==> config.mk <==
export PLATFORM = sky130hd
export DESIGN_NAME = bram_io_bridge
export DESIGN_NICKNAME = d
export VERILOG_FILES = /design/src/rtl/pong_io_pkg.sv /design/src/rtl/sync_2ff.sv /design/src/rtl/bram_io_bridge.sv
export SDC_FILE = /design/constraint.sdc
export NUM_CORES = 1
export LEC_CHECK = 0
export CAP_MARGIN = 0
export CORE_MARGIN = 5
export CORE_UTILIZATION = 52
export CTS_BUF_LIST = sky130_fd_sc_hd__clkbuf_4 sky130_fd_sc_hd__clkbuf_8
export CTS_CLUSTER_DIAMETER = 200
export DETAILED_ROUTE_END_ITERATION = 8
export PLACE_DENSITY = 0.82
export SLEW_MARGIN = 20
export SYNTH_ARGS = -nofsm -noshare
export SYNTH_HDL_FRONTEND = slang
export SYNTH_SLANG_ARGS = --single-unit
==> constraint.sdc <==
create_clock -name clk -period 6.5 [get_ports clk]
set_input_delay 0.65 -clock clk [delete_from_list [all_inputs] [get_ports clk]]
set_output_delay 0.65 -clock clk [all_outputs]
set_load 0.005 [all_outputs]
==> src/rtl/pong_io_pkg.sv <==
`default_nettype none
// ============================================================================
//  Module   : pong_io_pkg
//  Desc     : Shared constants for the Pong BRAM I/O bridge: window layout,
//             word offsets, button bit positions and sequencer state codes.
//  Revision : 1.0  initial release
// ============================================================================
package pong_io_pkg;

    // Bus geometry
    localparam int          c_ADDR_W    = 16;
    localparam int          c_DATA_W    = 16;

    // I/O window layout
    localparam logic [15:0] c_IO_BASE   = 16'hFF00;
    localparam int          c_BTN_OFS   = 4;
    localparam int          c_NUM_RD    = 4;

    // Word offsets inside the I/O window (also the shadow indices)
    localparam int          c_BALL_X    = 0;
    localparam int          c_BALL_Y    = 1;
    localparam int          c_PAD_L     = 2;
    localparam int          c_PAD_R     = 3;
    localparam int          c_NUM_SHADOW = 4;

    // Button bit positions, buttons = {R_dn, R_up, L_dn, L_up}
    localparam int          c_BTN_L_UP  = 0;
    localparam int          c_BTN_L_DN  = 1;
    localparam int          c_BTN_R_UP  = 2;
    localparam int          c_BTN_R_DN  = 3;
    localparam int          c_BTN_W     = 4;

    // Sequencer state encoding
    localparam logic [2:0]  c_ST_IDLE   = 3'd0;
    localparam logic [2:0]  c_ST_WR     = 3'd1;
    localparam logic [2:0]  c_ST_RD     = 3'd2;
    localparam logic [2:0]  c_ST_DRAIN  = 3'd3;
    localparam logic [2:0]  c_ST_COMMIT = 3'd4;

endpackage : pong_io_pkg
`default_nettype wire

==> src/rtl/sync_2ff.sv <==
`default_nettype none
// ============================================================================
//  Module   : sync_2ff
//  Desc     : Two-flop synchronizer for slow asynchronous level inputs.
//  Revision : 1.0  initial release
// ============================================================================
module sync_2ff #(
    parameter int WIDTH = 1
) (
    input  logic             clk,
    input  logic             rst,
    input  logic [WIDTH-1:0] i_d,
    output logic [WIDTH-1:0] o_q
);

    logic [WIDTH-1:0] r_meta;
    logic [WIDTH-1:0] r_sync;

    // First flop may go metastable; second flop gives it a cycle to settle
    always_ff @(posedge clk) begin
        if (rst) begin
            r_meta <= '0;
            r_sync <= '0;
        end else begin
            r_meta <= i_d;
            r_sync <= r_meta;
        end
    end

    assign o_q = r_sync;

endmodule : sync_2ff
`default_nettype wire

==> src/rtl/bram_io_bridge.sv <==
`default_nettype none
// ============================================================================
//  Module   : bram_io_bridge
//  Desc     : BRAM port-B master. Per frame: writes the button mailbox,
//             burst-reads the game-state words into staging and commits them
//             atomically to shadow registers for the renderer.
//  Revision : 1.0  initial release
// ============================================================================
module bram_io_bridge
    import pong_io_pkg::*;
#(
    parameter int                ADDR_W  = c_ADDR_W,
    parameter int                DATA_W  = c_DATA_W,
    parameter logic [ADDR_W-1:0] IO_BASE = ADDR_W'(c_IO_BASE),
    parameter int                BTN_OFS = c_BTN_OFS,
    // Must be at least c_NUM_SHADOW: words 0..3 feed the shadow outputs
    parameter int                NUM_RD  = c_NUM_RD
) (
    input  logic                 clk,
    input  logic                 reset,
    input  logic                 frame_start,
    input  logic [c_BTN_W-1:0]   buttons,
    input  logic [DATA_W-1:0]    q_b,
    output logic [ADDR_W-1:0]    addr_b,
    output logic [DATA_W-1:0]    data_b,
    output logic                 we_b,
    output logic [DATA_W-1:0]    ball_x,
    output logic [DATA_W-1:0]    ball_y,
    output logic [DATA_W-1:0]    paddle_l,
    output logic [DATA_W-1:0]    paddle_r,
    output logic                 snapshot_valid,
    output logic                 busy
);

    localparam int                  c_IDX_W     = (NUM_RD > 1) ? $clog2(NUM_RD) : 1;
    localparam logic [c_IDX_W-1:0]  c_LAST_IDX  = c_IDX_W'(NUM_RD - 1);
    // Address sums wrap modulo 2^ADDR_W by construction
    localparam logic [ADDR_W-1:0]   c_MBOX_ADDR = IO_BASE + ADDR_W'(BTN_OFS);

    logic [c_BTN_W-1:0]  w_btn_sync;
    logic [DATA_W-1:0]   w_btn_word;
    logic [ADDR_W-1:0]   w_next_addr;
    logic [DATA_W-1:0]   w_final [NUM_RD];

    logic [2:0]          r_state;
    logic                r_pending;
    logic                r_busy;
    logic                r_snap;
    logic                r_we;
    logic [ADDR_W-1:0]   r_addr;
    logic [DATA_W-1:0]   r_data;
    logic [c_IDX_W-1:0]  r_idx;
    logic                r_q_vld;
    logic [c_IDX_W-1:0]  r_q_idx;
    logic [DATA_W-1:0]   r_stage  [NUM_RD];
    logic [DATA_W-1:0]   r_shadow [c_NUM_SHADOW];

    sync_2ff #(
        .WIDTH (c_BTN_W)
    ) u_btn_sync (
        .clk (clk),
        .rst (reset),
        .i_d (buttons),
        .o_q (w_btn_sync)
    );

    assign w_btn_word  = {{(DATA_W - c_BTN_W){1'b0}}, w_btn_sync};
    assign w_next_addr = IO_BASE + ADDR_W'(r_idx) + ADDR_W'(1);

    // The last word is still on q_b when DRAIN ends, so the commit takes it
    // straight from the BRAM output; all other words come from staging.
    genvar gi;
    generate
        for (gi = 0; gi < NUM_RD; gi++) begin : g_final
            if (gi == NUM_RD - 1) begin : g_last
                assign w_final[gi] = q_b;
            end else begin : g_staged
                assign w_final[gi] = r_stage[gi];
            end
        end
    endgenerate

    // Read-data capture: q_b is valid the cycle after an RD address was on the bus
    always_ff @(posedge clk) begin
        if (reset) begin
            r_q_vld <= 1'b0;
            r_q_idx <= '0;
            for (int k = 0; k < NUM_RD; k++) begin
                r_stage[k] <= '0;
            end
        end else begin
            r_q_vld <= (r_state == c_ST_RD);
            r_q_idx <= r_idx;
            if (r_q_vld) begin
                r_stage[r_q_idx] <= q_b;
            end
        end
    end

    // Frame sequencer: IDLE -> WR -> RD x NUM_RD -> DRAIN -> COMMIT -> IDLE
    always_ff @(posedge clk) begin
        if (reset) begin
            r_state   <= c_ST_IDLE;
            r_pending <= 1'b0;
            r_busy    <= 1'b0;
            r_snap    <= 1'b0;
            r_we      <= 1'b0;
            r_addr    <= IO_BASE;
            r_data    <= '0;
            r_idx     <= '0;
            for (int k = 0; k < c_NUM_SHADOW; k++) begin
                r_shadow[k] <= '0;
            end
        end else begin
            // One-deep request queue for frames that arrive while busy
            if (frame_start && (r_state != c_ST_IDLE)) begin
                r_pending <= 1'b1;
            end

            case (r_state)
                c_ST_IDLE: begin
                    if (frame_start || r_pending) begin
                        r_state   <= c_ST_WR;
                        r_busy    <= 1'b1;
                        r_pending <= 1'b0;
                        r_we      <= 1'b1;
                        r_addr    <= c_MBOX_ADDR;
                        r_data    <= w_btn_word;
                    end
                end
                c_ST_WR: begin
                    r_state <= c_ST_RD;
                    r_we    <= 1'b0;
                    r_addr  <= IO_BASE;
                    r_idx   <= '0;
                end
                c_ST_RD: begin
                    if (r_idx == c_LAST_IDX) begin
                        r_state <= c_ST_DRAIN;
                    end else begin
                        r_idx  <= r_idx + c_IDX_W'(1);
                        r_addr <= w_next_addr;
                    end
                end
                c_ST_DRAIN: begin
                    r_state <= c_ST_COMMIT;
                    r_snap  <= 1'b1;
                    for (int k = 0; k < c_NUM_SHADOW; k++) begin
                        r_shadow[k] <= w_final[k];
                    end
                end
                c_ST_COMMIT: begin
                    r_state <= c_ST_IDLE;
                    r_snap  <= 1'b0;
                    r_busy  <= 1'b0;
                end
                default: begin
                    r_state <= c_ST_IDLE;
                    r_snap  <= 1'b0;
                    r_busy  <= 1'b0;
                    r_we    <= 1'b0;
                end
            endcase
        end
    end

    assign addr_b         = r_addr;
    assign data_b         = r_data;
    assign we_b           = r_we;
    assign ball_x         = r_shadow[c_BALL_X];
    assign ball_y         = r_shadow[c_BALL_Y];
    assign paddle_l       = r_shadow[c_PAD_L];
    assign paddle_r       = r_shadow[c_PAD_R];
    assign snapshot_valid = r_snap;
    assign busy           = r_busy;

endmodule : bram_io_bridge
`default_nettype wire
# [After elaboration in Yosys (flattened, before gate mapping)]
# Memory sizes are Yosys's and may differ from the RTL's.
# Index checks and enable logic that the tools add are counted.
[totals] ram_bits=128 memories=2 wordCells=77 input_bits=23 output_inout_bits=99 regBits=40
[mem_list] memory="r_shadow" depth=4 word_bits=16 rd=4 rd_clocked_by_memory_dff=0 wr=4 line_no="bram_io_bridge.sv:56" rtl="logic [DATA_W-1:0] r_shadow [c_NUM_SHADOW];"
[mem_list] memory="r_stage" depth=4 word_bits=16 rd=3 rd_clocked_by_memory_dff=0 wr=4 line_no="bram_io_bridge.sv:55" rtl="logic [DATA_W-1:0] r_stage [NUM_RD];"
[classes] bitwise_logic=6 mux=30 addsub=3 eq_ne=8 reduce_logical=16
[op_table] cell="two-way mux 16 bit" n=7
[op_table] cell="case mux 16 bit (3 select lines)" n=1
[op_table] cell="OR reduction 16 bit" n=1
[op_table] cell="two-way mux 1 bit" n=13
[op_table] cell="case mux 3 bit (4 select lines)" n=1
[op_table] cell="adder 10 x 2 -> 11 bit (second input constant)" n=1
[op_table] cell="adder 9 x 3 -> 10 bit (first input constant)" n=1
[op_table] cell="AND reduction 2 bit" n=5
[op_table] cell="OR reduction 3 bit" n=3
[op_table] cell="equality test 3 x 2 -> 1 bit (second input constant)" n=2
[op_table] cell="two-way mux 3 bit" n=2
[op_table] cell="case mux 1 bit (2 select lines)" n=3
[op_table] cell="nonzero test 3 bit" n=2
[op_table] cell="two-way mux 2 bit" n=2
[op_table] cell="inequality test 2 bit (second input constant)" n=2
[op_table] cell="bitwise OR 1 bit" n=4
[op_table] cell="case mux 2 bit (2 select lines)" n=1
[op_table] cell="equality test 3 x 1 -> 1 bit (second input constant)" n=1
[op_table] cell="equality test 3 bit (second input constant)" n=1
[op_table] cell="logical NOT 3 bit" n=1
[op_table] cell="AND reduction 3 bit" n=1
[op_table] cell="adder 2 x 1 -> 2 bit (second input constant)" n=1
[op_table] cell="equality test 2 bit (second input constant)" n=1
[op_table] cell="inequality test 2 x 1 -> 1 bit (second input constant)" n=1
[op_table] cell="other kinds (4)" n=5

# [Logic depth before layout (Yosys ltp)]
[depth] ltp_word=5 ltp_mapped=5 ltp_nobuf=4

# [Modules after synthesis]
# Synthesis repeated with hierarchy kept, for this count alone.
[unflattened] cells_unflattened=367 area_unflattened_um2=5378.9
[modules_own_cells] module="bram_io_bridge" area_per_inst_um2=5168.7 seq_area_each_um2=3743.6 cells_per_inst=351 instances=1
[modules_own_cells] module="sync_2ff" area_per_inst_um2=210.2 seq_area_each_um2=160.2 cells_per_inst=16 instances=1

# [Least setup slack after synthesis]
# Ideal clock, no wire load.
[synth_path] path_type="reg-to-reg" start="register r_state[2]" end="memory r_shadow[0][0] (netlist bit) (enable)" period_less_slack_ns=5.735 path_slack_ns=0.765 arrival_time_ns=5.160 stages_incl_launch_ff=4 t_required_ns=5.926 setup_time_ns=0.574 path_buffers=2 path_cell_list="dfxtp_1 > buf_2 > buf_1 > o21ai_0"
[synth_rtl] element="start: declaration" line_no="bram_io_bridge.sv:45" rtl="logic [2:0] r_state;"
[synth_rtl] element="start signal: assignment" line_no="bram_io_bridge.sv:103" rtl="r_state <= c_ST_IDLE;"
[synth_rtl] element="start signal: assignment" line_no="bram_io_bridge.sv:123" rtl="r_state <= c_ST_WR;"
[synth_rtl] element="start signal: assignment" line_no="bram_io_bridge.sv:132" rtl="r_state <= c_ST_RD;"
[synth_rtl] element="end: declaration" line_no="bram_io_bridge.sv:56"

==> metrics.md <==
| Metric | Value |
|---|---|
| Fraction of final layout cells sized beyond drive strength 1 | 0.0830 |
| Total Neg Setup Slack | 0 ns |
| Required time worst endpoint | about 6.6 ns |
| DP Wirelength | slightly above 6 mm |
| Core Region | 10,200 sq um |
| Diode count | 0 |
| Worst clock skew | 0.0176 ns |
| VDD IR max | around 170 uV |
| Num Clock Sinks | 139 |
| Level count of the clock H-tree | 4 |
| Crit path time final | approximately 2.9 ns |
| Part of the total power dissipated in the clock network | 0.365 |
| Hold Path Class | register to register |
| Switching power total | around 0.00044 W |
| Critical path peak fanout | 64 |
| Total Routed Length | between 9 and 10 mm |
| Endpoints failing hold | 0 |
| Slew HR | 0.405 |
| Number of buffers on the longest clock path | 2 |
| Count of state elements after synthesis | 139 |
| Remaining antenna violation count | 0 |
| Initial core utilization | 0.526 |
| Maximum capacitance violations | 0 |
| Final estimated routing congestion in global placement | ~0.8 |
| Portion of total power attributed to sequential cells | 0.542 |
| Cts bufs inserted | 17 |
| Via count of the first global-routing pass | roughly 3,000 |
| Post-CTS clock slew at the launch and capture registers of the worst setup and hold paths | around 0.07 ns |
| Wire per inst | 15.2 um |
| Height of the die | around 110 um |
| Area added between synthesis and finish | 26.4% |
| Netlist cell types | 38 |
| Number of warning messages in the yosys log | 0 |
| Mapped cell area | 5360 sq um |
| Width of the die | between 100 and 150 um |
| Final Slew Violations | 0 |
| Fmax achieved | around 0.34 GHz |
| Die outline area | about 12,000 sq um |
| Final-layout fill cell count | 708 |
| Setup repair bufs after CTS | 0 |
| Number of primary I/O pins | 122 |
| Root Driver | clkbuf_8 |
| Grt met1 use | 0.188 |
| Seq/Total Area, Yosys | 0.729 |
| CTS Hold Bufs | 0 |
| Multi-input combinational cell area | approximately 1300 sq um |
| Internal power | 0.00150 W |
| Final setup violation count | 0 |
| WS Path Type | input pin to register |
| Post-Route Utilization | 0.665 |
| Vias per inst | around 4.8 |
| Pwr dens | around 290 nW/um^2 |
| Via count | ~2,900 |
| Global routing usage summed across all routing layers | 0.158 |
| Most common cell after layout, fill and taps aside | and2_1 |
| Met2 Resource Use GR | 0.263 |
| Net switching share of the total power | 0.225 |
| Final worst path period share | 0.448 |
| Number of design-rule violations left by the first detailed-router iteration | ~140 |
| RSZ-0062 raised after global routing | no |
| CTS-repair resized insts | 0 |
| Cell area after layout | between 6000 and 7000 sq um |
| Number of detailed-route iterations in the first pass | 4 |
| Commonest non-fill, non-tap cells in the layout | 113 x and2_1, 112 x edfxtp_1, 96 x clkdlybuf4s50_1 |
| Clock latency of the later-clocked register in the worst-skew pair | about 0.43 ns |
| Critical path startpoint category | input pin |
| # DRC | 0 |
| Data arrival time of the worst path | 2.96 ns |
| Number of placement rows | 37 |
| Placed Instance Area | between 6000 and 7000 sq um |
| Busiest layer in global routing | met2 |
| Net count of the finished layout | just under 500 |
| Area occupied by registers | 3900 sq um |
| Clock tree from TritonCTS | done |
| Antenna violations before repair | 0 |
| Count of port buffers added during placement | 96 |
| Maximum number of pins on one net before global-route repair | 65 |
| Capturing element type of the critical path | register |
| Synthesized area per cell | about 14 sq um |
| Post-synthesis instance total | 371 |
| Transition at the pin with the smallest max-transition slack | between 0.8 and 0.9 ns |
| Leakage power total | about 2.5 nW |
| Outcome | completed |
| Total global routing overflow | 0 |
| Met3 usage | 0.0598 |
| Combinational cell fraction of total power | 0.093 |
| Global-route wire length before repair | between 15 and 20 mm |
-- flip-flops by register name, indices dropped and copies added (netlist names), 2 cells and up --
signal	flops
r_state	3
r_idx	2
addr_b	3
u_btn_sync.o_q	4
r_q_idx	2
r_stage	48
u_btn_sync.r_meta	4
data_b	4
r_shadow	64
-- path summary, 6_finish.rpt --
path                                    from                           end  slack, ns  cells past startpoint
max                                    reset  r_shadow[1][6]$_SDFFCE_PN0P_       3.59                      4
min          u_btn_sync.r_meta[2]$_SDFF_PP0_  u_btn_sync.o_q[2]$_SDFF_PP0_       0.44                      1
max reg2reg          r_state[1]$_SDFFE_PP0P_  r_shadow[1][6]$_SDFFCE_PN0P_       4.39                      3
min reg2reg  u_btn_sync.r_meta[2]$_SDFF_PP0_  u_btn_sync.o_q[2]$_SDFF_PP0_       0.44                      1
-- layer usage --
layer  vias to the layer above  wire length, um
li1                       1430                -
met1                      1383             3850
met2                       119             4730
met3                        13              699
met4                         0              119
met5                         -                0
-- power by group through the flow --
| stage | Sequential [W] | Clock, W | Combinational, W |
|---|---|---|---|
| after floorplan | 0.00107 | 0 | 0.0000944 |
| final | 0.00105 | 0.000707 | 0.000181 |
| after global routing | 0.00106 | 0.000757 | 0.000198 |
| after detailed placement | 0.00107 | 0 | 0.000181 |
| after global placement | 0.00107 | 0 | 0.000177 |
| after CTS | 0.00105 | 0.000718 | 0.000183 |
-- Yosys cell counts, drive strengths merged --
library cell	number	area, sq um
and2	113	707
edfxtp	112	3360
buf	28	201
dfxtp	27	541
clkbuf	14	57.6
nand2	13	48.8
nor2b	11	68.8
nor3	9	50.1
mux2i	4	40.0
a21oi	3	15.0
a31oi	3	18.8
inv	3	11.3
or2	3	18.8
a21o	2	15.0
and4bb	2	25.0
conb	2	7.51
nand2b	2	12.5
nor2	2	7.51
nor4	2	18.8
o21a	2	15.0
o21ai	2	10.0
a32o	1	10.0
and3	1	6.26
ha	1	12.5
nand3	1	5.00
nor4b	1	15.0
o211ai	1	7.51
o21bai	1	7.51
o311ai	1	8.76
o31a	1	8.76
or3	1	6.26
or3b	1	8.76
xnor2	1	8.76
-- final cells by class --
type,instances,share of cell area
clock inverters,14,0.0253
flip-flops and latches,139,0.577
inverters,3,0.00166
well taps,136,0.0251
multi-input cells,210,0.191
clock buffers,18,0.0357
repair buffers,98,0.144
-- cell families (layout without fill, tap and decap cells) --
logic type	after synthesis	count (layout)	share of synthesized area
AOI/OAI and AO/OA	17	17	0.0217
other	2	25	0.00140
DFF	139	139	0.729
xor gates and xnor gates	1	1	0.00164
and+or+nand+nor	162	162	0.186
buffers and inverters	45	133	0.0504
muxes	4	4	0.00747
adders and majority gates	1	1	0.00233
-- worst max-delay path: stages --
cell,delay [ns]
clkdlybuf4s50_1,1.05
inv_1,0.44
o21ai_4,0.13
buf_4,0.63
-- through the flow --
stage	hold WS, ns	instances	worst slack [ns]	power [W]
5_1_grt	0.465	618	3.36	0.00201
3_3_place_gp	0.420	586	3.12	0.00125
6_report	0.444	618	3.59	0.00194
3_5_place_dp	0.433	586	2.97	0.00125
2_1_floorplan	0.414	394	0.765	0.00116
4_1_cts	0.451	618	3.45	0.00195
(Power assumes the default switching activity.)
